File: config.mk
export PLATFORM = sky130hd
export DESIGN_NAME = mlp_argmax_unit
export DESIGN_NICKNAME = d
export VERILOG_FILES = /design/src/rtl/mlp_pkg.sv /design/src/rtl/fp32_gt.sv /design/src/rtl/mlp_argmax_unit.sv
export SDC_FILE = /design/constraint.sdc
export NUM_CORES = 1
export LEC_CHECK = 0
export ABC_AREA = 1
export BUFFER_PORTS_ARGS = -buffer_cell sky130_fd_sc_hd__buf_4
export CAP_MARGIN = 20
export CORE_ASPECT_RATIO = 2
export CORE_MARGIN = 1
export CORE_UTILIZATION = 31
export CTS_BUF_LIST = sky130_fd_sc_hd__clkbuf_2 sky130_fd_sc_hd__clkbuf_4 sky130_fd_sc_hd__clkbuf_8
export DETAILED_ROUTE_END_ITERATION = 12
export SETUP_SLACK_MARGIN = 0.3
export SYNTH_ARGS = -nofsm -noshare
export SYNTH_HDL_FRONTEND = slang
export SYNTH_SLANG_ARGS = --single-unit
File: constraint.sdc
create_clock -name clk -period 4.95 [get_ports clk]
set_clock_uncertainty 0.2 [all_clocks]
set_input_delay 0.2475 -clock clk [delete_from_list [all_inputs] [get_ports clk]]
set_output_delay 0.2475 -clock clk [all_outputs]
set_load 0.1 [all_outputs]
File: src/rtl/mlp_pkg.sv
// Shared constants, FSM state type and FP32 ordering helpers for the MLP argmax unit.
package mlp_pkg;

  localparam int unsigned NUM_CLASS   = 10;
  localparam int unsigned DATA_WIDTH  = 32;
  localparam int unsigned ADDR_WIDTH  = 6;
  localparam int unsigned ADDR_STRIDE = 4;
  localparam int unsigned IDX_WIDTH   = 4;

  typedef enum logic [1:0] {
    StIdle,
    StCollect,
    StScan,
    StHold
  } state_e;

  // Maps FP32 onto an unsigned key whose integer order is the numeric order.
  function automatic logic [DATA_WIDTH-1:0] fp32_key(input logic [DATA_WIDTH-1:0] x);
    logic [DATA_WIDTH-1:0] v;
    v = (x[30:0] == 31'h0) ? 32'h0000_0000 : x;  // fold -0.0 onto +0.0
    return v[31] ? ~v : (v | 32'h8000_0000);
  endfunction

  function automatic logic fp32_is_nan(input logic [DATA_WIDTH-1:0] x);
    return (x[30:23] == 8'hFF) && (x[22:0] != 23'h0);
  endfunction

endpackage

File: src/rtl/fp32_gt.sv
// Combinational strict a > b on FP32; NaN ranks below every number, -0.0 equals +0.0.
module fp32_gt
  import mlp_pkg::*;
(
  input  logic [DATA_WIDTH-1:0] a_i,
  input  logic [DATA_WIDTH-1:0] b_i,
  output logic                  gt_o
);

  logic a_nan, b_nan;

  assign a_nan = fp32_is_nan(a_i);
  assign b_nan = fp32_is_nan(b_i);
  assign gt_o  = !a_nan && (b_nan || (fp32_key(a_i) > fp32_key(b_i)));

endmodule

File: src/rtl/mlp_argmax_unit.sv
// Snoops y_buf logit writes, scans them after done_i and holds the argmax on a valid/ready port.
// Define MLP_ARGMAX_TOP2_EN to add the runner-up index output class2_o.
module mlp_argmax_unit
  import mlp_pkg::*;
(
  input  logic                  clk,
  input  logic                  rst,
  input  logic                  y_buf_en_i,
  input  logic                  y_buf_wr_en_i,
  input  logic [ADDR_WIDTH-1:0] y_buf_addr_i,
  input  logic [DATA_WIDTH-1:0] y_buf_data_i,
  input  logic                  done_i,
  output logic [IDX_WIDTH-1:0]  class_o,
  output logic [DATA_WIDTH-1:0] max_val_o,
  output logic                  class_valid_o,
  input  logic                  class_ready_i,
`ifdef MLP_ARGMAX_TOP2_EN
  output logic [IDX_WIDTH-1:0]  class2_o,
`endif
  output logic                  err_o
);

  localparam logic [NUM_CLASS-1:0] MaskFull = '1;
  localparam logic [IDX_WIDTH-1:0] LastIdx  = IDX_WIDTH'(NUM_CLASS - 1);

  state_e                state_q, state_d;
  logic [IDX_WIDTH-1:0]  idx_q, idx_d;
  logic                  err_q, err_d;
  logic [NUM_CLASS-1:0]  mask_q;
  logic [DATA_WIDTH-1:0] logit_q [NUM_CLASS];
  logic [DATA_WIDTH-1:0] best_val_q, best_val_d;
  logic [IDX_WIDTH-1:0]  best_idx_q, best_idx_d;

  logic                  wr_req, wr_ok, capture, clear;
  logic [ADDR_WIDTH-1:0] slot;
  logic [IDX_WIDTH-1:0]  slot_idx;
  logic [DATA_WIDTH-1:0] cur;
  logic                  cur_gt_best;

  assign wr_req   = y_buf_en_i & y_buf_wr_en_i;
  assign slot     = y_buf_addr_i / ADDR_WIDTH'(ADDR_STRIDE);
  assign slot_idx = slot[IDX_WIDTH-1:0];
  assign wr_ok    = ((y_buf_addr_i % ADDR_WIDTH'(ADDR_STRIDE)) == '0) &&
                    (slot < ADDR_WIDTH'(NUM_CLASS));
  assign cur      = logit_q[idx_q];

  fp32_gt u_gt_best (
    .a_i  (cur),
    .b_i  (best_val_q),
    .gt_o (cur_gt_best)
  );

`ifdef MLP_ARGMAX_TOP2_EN
  logic [DATA_WIDTH-1:0] sec_val_q, sec_val_d;
  logic [IDX_WIDTH-1:0]  sec_idx_q, sec_idx_d;
  logic                  sec_set_q, sec_set_d;
  logic                  cur_gt_sec;

  fp32_gt u_gt_sec (
    .a_i  (cur),
    .b_i  (sec_val_q),
    .gt_o (cur_gt_sec)
  );

  assign class2_o = sec_idx_q;
`endif

  always_comb begin
    state_d    = state_q;
    idx_d      = idx_q;
    err_d      = err_q;
    capture    = 1'b0;
    clear      = 1'b0;
    best_val_d = best_val_q;
    best_idx_d = best_idx_q;
`ifdef MLP_ARGMAX_TOP2_EN
    sec_val_d  = sec_val_q;
    sec_idx_d  = sec_idx_q;
    sec_set_d  = sec_set_q;
`endif
    unique case (state_q)
      StIdle, StCollect: begin
        if (wr_req) begin
          if (wr_ok) begin
            capture = 1'b1;
            state_d = StCollect;
          end else begin
            err_d = 1'b1;
          end
        end
        if (done_i) begin
          state_d = StScan;
          idx_d   = '0;
          if (mask_q != MaskFull) err_d = 1'b1;
        end
      end
      StScan: begin
        if (wr_req || done_i) err_d = 1'b1;
        if (idx_q == '0) begin
          best_val_d = cur;
          best_idx_d = idx_q;
`ifdef MLP_ARGMAX_TOP2_EN
          sec_set_d  = 1'b0;
`endif
        end else if (cur_gt_best) begin
          best_val_d = cur;
          best_idx_d = idx_q;
`ifdef MLP_ARGMAX_TOP2_EN
          sec_val_d  = best_val_q;
          sec_idx_d  = best_idx_q;
          sec_set_d  = 1'b1;
        end else if (!sec_set_q || cur_gt_sec) begin
          sec_val_d  = cur;
          sec_idx_d  = idx_q;
          sec_set_d  = 1'b1;
`endif
        end
        if (idx_q == LastIdx) state_d = StHold;
        else idx_d = idx_q + 1'b1;
      end
      StHold: begin
        // The accept cycle silently drops writes; the next image starts from idle.
        if (class_ready_i) begin
          state_d = StIdle;
          clear   = 1'b1;
        end else if (wr_req || done_i) begin
          err_d = 1'b1;
        end
      end
      default: state_d = StIdle;
    endcase
  end

  always_ff @(posedge clk) begin
    if (rst) begin
      state_q    <= StIdle;
      idx_q      <= '0;
      err_q      <= 1'b0;
      best_val_q <= '0;
      best_idx_q <= '0;
      mask_q     <= '0;
      for (int i = 0; i < NUM_CLASS; i++) logit_q[i] <= '0;
`ifdef MLP_ARGMAX_TOP2_EN
      sec_val_q  <= '0;
      sec_idx_q  <= '0;
      sec_set_q  <= 1'b0;
`endif
    end else begin
      state_q    <= state_d;
      idx_q      <= idx_d;
      err_q      <= err_d;
      best_val_q <= best_val_d;
      best_idx_q <= best_idx_d;
`ifdef MLP_ARGMAX_TOP2_EN
      sec_val_q  <= sec_val_d;
      sec_idx_q  <= sec_idx_d;
      sec_set_q  <= sec_set_d;
`endif
      if (clear) begin
        mask_q <= '0;
        for (int i = 0; i < NUM_CLASS; i++) logit_q[i] <= '0;
      end else if (capture) begin
        mask_q[slot_idx]  <= 1'b1;
        logit_q[slot_idx] <= y_buf_data_i;
      end
    end
  end

  assign class_o       = best_idx_q;
  assign max_val_o     = best_val_q;
  assign class_valid_o = (state_q == StHold);
  assign err_o         = err_q;

endmodule
==> run summary <==
Synthesis
* 40 — Distinct cells, synth
* 569 — number of synthesized register bits
* 26580 µm² — combined area of all synthesized cells
* edfxtp_1 — top flip-flop cell by instance count after synthesis
* 62.14% — sequential-to-total area share from yosys stat
* 2710 — number of cells produced by synthesis
* nand2_1 — leading cell type by number of instances after synthesis
* edfxtp_1 — cell type with the largest total area after synthesis
* nand2_1 (562), nor2_1 (558), edfxtp_1 (512) — top cells by count, synth
* 9.807 µm² — mean instance size in the synthesized netlist
* 0 — Yosys warning count
* 57.85% — top-area cell type share of the netlist area
* 0% — asr flop ratio synth
* edfxtp_1 (58%), nand2_1 (7.9%), nor2_1 (7.9%) — cell types with the largest area share after synthesis
* 512 — number of enable flip-flop cells after synthesis

Timing
* 0 — Hold Violations, Final
* true — RSZ-0062 raised after global routing
* 4.641 ns — Final Critical Period
* 0 — Final setup viols
* 0 — number of max-slew violations in the final report
* 215.5 MHz — achievable clock frequency
* 0.3091 ns — slack of the critical path
* 39.99% — max_slew headroom
* 93.75% — post-route clock period utilization
* 0.8980 ns — Worst Max-Slew Pin Slew

Pwr
* 13.35 nW — leakage power summed over all cells
* 0.2083 mV — Max VDD drop
* 378.1 nW/µm² — power density over the cells

Global routing
* 0 — total global routing overflow
* 116000 µm — global-route wire length before repair
* 2.609% — met3 layer usage reported by global route
* 20070 — number of global-route vias before repair
* 17.60% — all-layer global routing usage
* 5 — initial antenna violation count
* 18.05% — global-route track usage on met1
* met2 — Most Used Layer, Global Route
* 76 — pin count of the biggest net entering global routing
* 33.92% — global-route track usage on met2

Placement
* 81 — Port-buffer cells
* 0.8342 — gpl congestion
* 29360 µm² — cell area after placement
* 46200 µm — detailed placement HPWL
* -0.3098 ns — post-placement worst setup slack

Route
* 20250 — vias post-DR
* 4.807 — via density per instance
* 77460 µm — routed wire length
* 18.39 µm — mean routed wirelength per cell
* 0 — ANT nets after route
* 7 — number of iterations in the first detailed-routing pass
* 0 — DRC violations left
* 1377 — iteration-0 DRC count of the detailed router

Clock network
* 3 — Clock Tree Buf Depth
* 0.07 ns — clock transition at the registers of the reported paths
* 3 — CTS H-tree lvls
* 79 — number of buffers created by CTS
* 0.72 ns — Clock Latency Late Sink
* clkbuf_8 — root buf cell
* done — CTS tree
* 569 — Clock Sink Count

Die
* 86980 µm² — die area
* 84830 µm² — floorplan core area
* 31.33% — initial core utilization
* 82 — number of top-level pins
* 151 — row count
* 416.1 µm — Die Y-Extent
* 209.0 µm — DIE WIDTH

Critical path
* 7 — CP bufs+invs
* flip-flop — Crit. End Element
* nand2_2 — cell seen most often among critical-path stages
* 0.46 ns — max incr delay on CP
* 5.03 ns — Critical Path AT
* flip-flop to flip-flop — startpoint-to-endpoint class of the critical path
* 0.31 ns — worst reg-to-reg setup slack
* 22 — CP max FO
* simple AND/OR/NAND/NOR gates — delay-heaviest family, CP
* dfxtp_4 — Worst path slowest cell
* 5.34 ns — worst path required time
* flip-flop — startpoint kind of the worst setup timing path

Cells and area
* 32440 µm² — final non-filler cell area
* 14.75% — share of layout cells above drive strength 1
* 38.24% — final core area utilization
* 22.05% — area added between synthesis and finish
* 3152 — net count reported at finish

Flow run
* 0 — maxcap violations

Outcome
* complete, no violations — status

Hold path
* input pin to flip-flop — type of the tightest min-delay check

## cell families after synthesis
kind of cell | Yosys count | share of synthesized area, %
adder cells (fa/ha/maj) | 35 | 1.648
AO/OA/AOI/OAI | 259 | 5.598
buffers and inverters | 385 | 6.596
flip-flops | 569 | 62.14
XOR/XNOR | 60 | 2.768
other | 1 | 0.01411
AND/OR/NAND/NOR | 1401 | 21.23
## stage by stage
stage	TNS, ns	hold WS [ns]	total power [mW]	instances
final	0	0.06363	12.26	4212
after global routing	0	0.06868	12.78	4212
after CTS	0	0.007310	12.17	4192
after detailed placement	-10.35	0.2417	8.243	3982
after global placement	-9.187	0.2373	8.215	3982
after floorplan	0	0.1169	7.496	2901
## power breakdown
| part | switching, mW | internal, mW |
|---|---|---|
| Combinational | 1.86 | 1.06 |
| Clock | 1.84 | 1.82 |
| Sequential | 0.131 | 5.54 |
## worst reg2reg max path: cells and delay by family, from the launching register on
kind / cells / cell delay [ns]
adders and majority gates: 1 / 0.27
buffers and inverters: 7 / 1.06
DFF: 1 / 0.46
xor gates and xnor gates: 1 / 0.14
and+or+nand+nor: 13 / 1.34
AOI/OAI and AO/OA: 6 / 1.06
## metal layers
metal / part of all wire (%) / vias to the layer above
li1: - / 9532
met1: 36 / 9885
met2: 55 / 655
met3: 5.1 / 171
met4: 4.3 / 4
met5: 0.044 / -
## worst paths after layout
kind | start | to | cells past startpoint
setup / recovery | flip-flop | max_val_o[7] | 28
setup reg to reg | flip-flop | max_val_o[7] | 28
hold reg to reg | mask_q[7] | mask_q[7] | 2
hold / removal | y_buf_addr_i[2] | mask_q[7] | 6
## cells in the final DEF, fill, tap and decap left out, types with 5 or more instances in the layout
master | synthesis | routed
nand2_2 | 1 | 28
a21oi_2 | 0 | 6
buf_4 | 2 | 157
clkinv_1 | 33 | 51
inv_2 | 11 | 8
nor2_2 | 0 | 7
o21ai_0 | 96 | 82
edfxtp_1 | 512 | 512
nor3_1 | 5 | 5
xnor2_1 | 22 | 22
clkinv_2 | 0 | 9
nand2_1 | 562 | 530
clkbuf_8 | 0 | 81
nor4_1 | 8 | 7
conb_1 | 1 | 192
dlygate4sd3_1 | 0 | 40
nor2_4 | 0 | 6
o211ai_1 | 57 | 57
nand3_2 | 0 | 18
buf_12 | 2 | 28
xor2_2 | 28 | 27
nand2_4 | 0 | 5
xor2_1 | 10 | 9
inv_1 | 179 | 179
a21oi_1 | 66 | 59
nand4_1 | 12 | 12
dfxtp_1 | 57 | 54
clkbuf_16 | 0 | 7
nand3_1 | 251 | 233
o21ai_1 | 25 | 38
clkbuf_4 | 0 | 31
buf_16 | 0 | 14
ha_1 | 35 | 33
nor2_1 | 558 | 545
## layout make-up
cell class	count	area [µm²]
antenna	3	7.507
clock buffer	112	1348
clock inverter	34	195.2
fill	8355	52390
inverter	223	854.6
multi-input combinational	1947	9383
sequential	569	16520
tap	1071	1340
timing repair buffer	252	2775
timing repair inverter	1	8.758
## state kept, by name (all words and copies together) (netlist names), named ones only
name and cells:
logit_q 512, idx_q 4, max_val_o 32, state_q 2
mask_q 10, err_o 1, class_o 4
## repair_timing
action,CTS,global route
hold endpoints to repair,559,0
pin swaps,13,26
resized for setup,73,58
buffers inserted,15,8
endpoints found under the setup margin,36,36
hold buffers,40,0
cloned,9,9
Power figures use the tool's default switching activity.
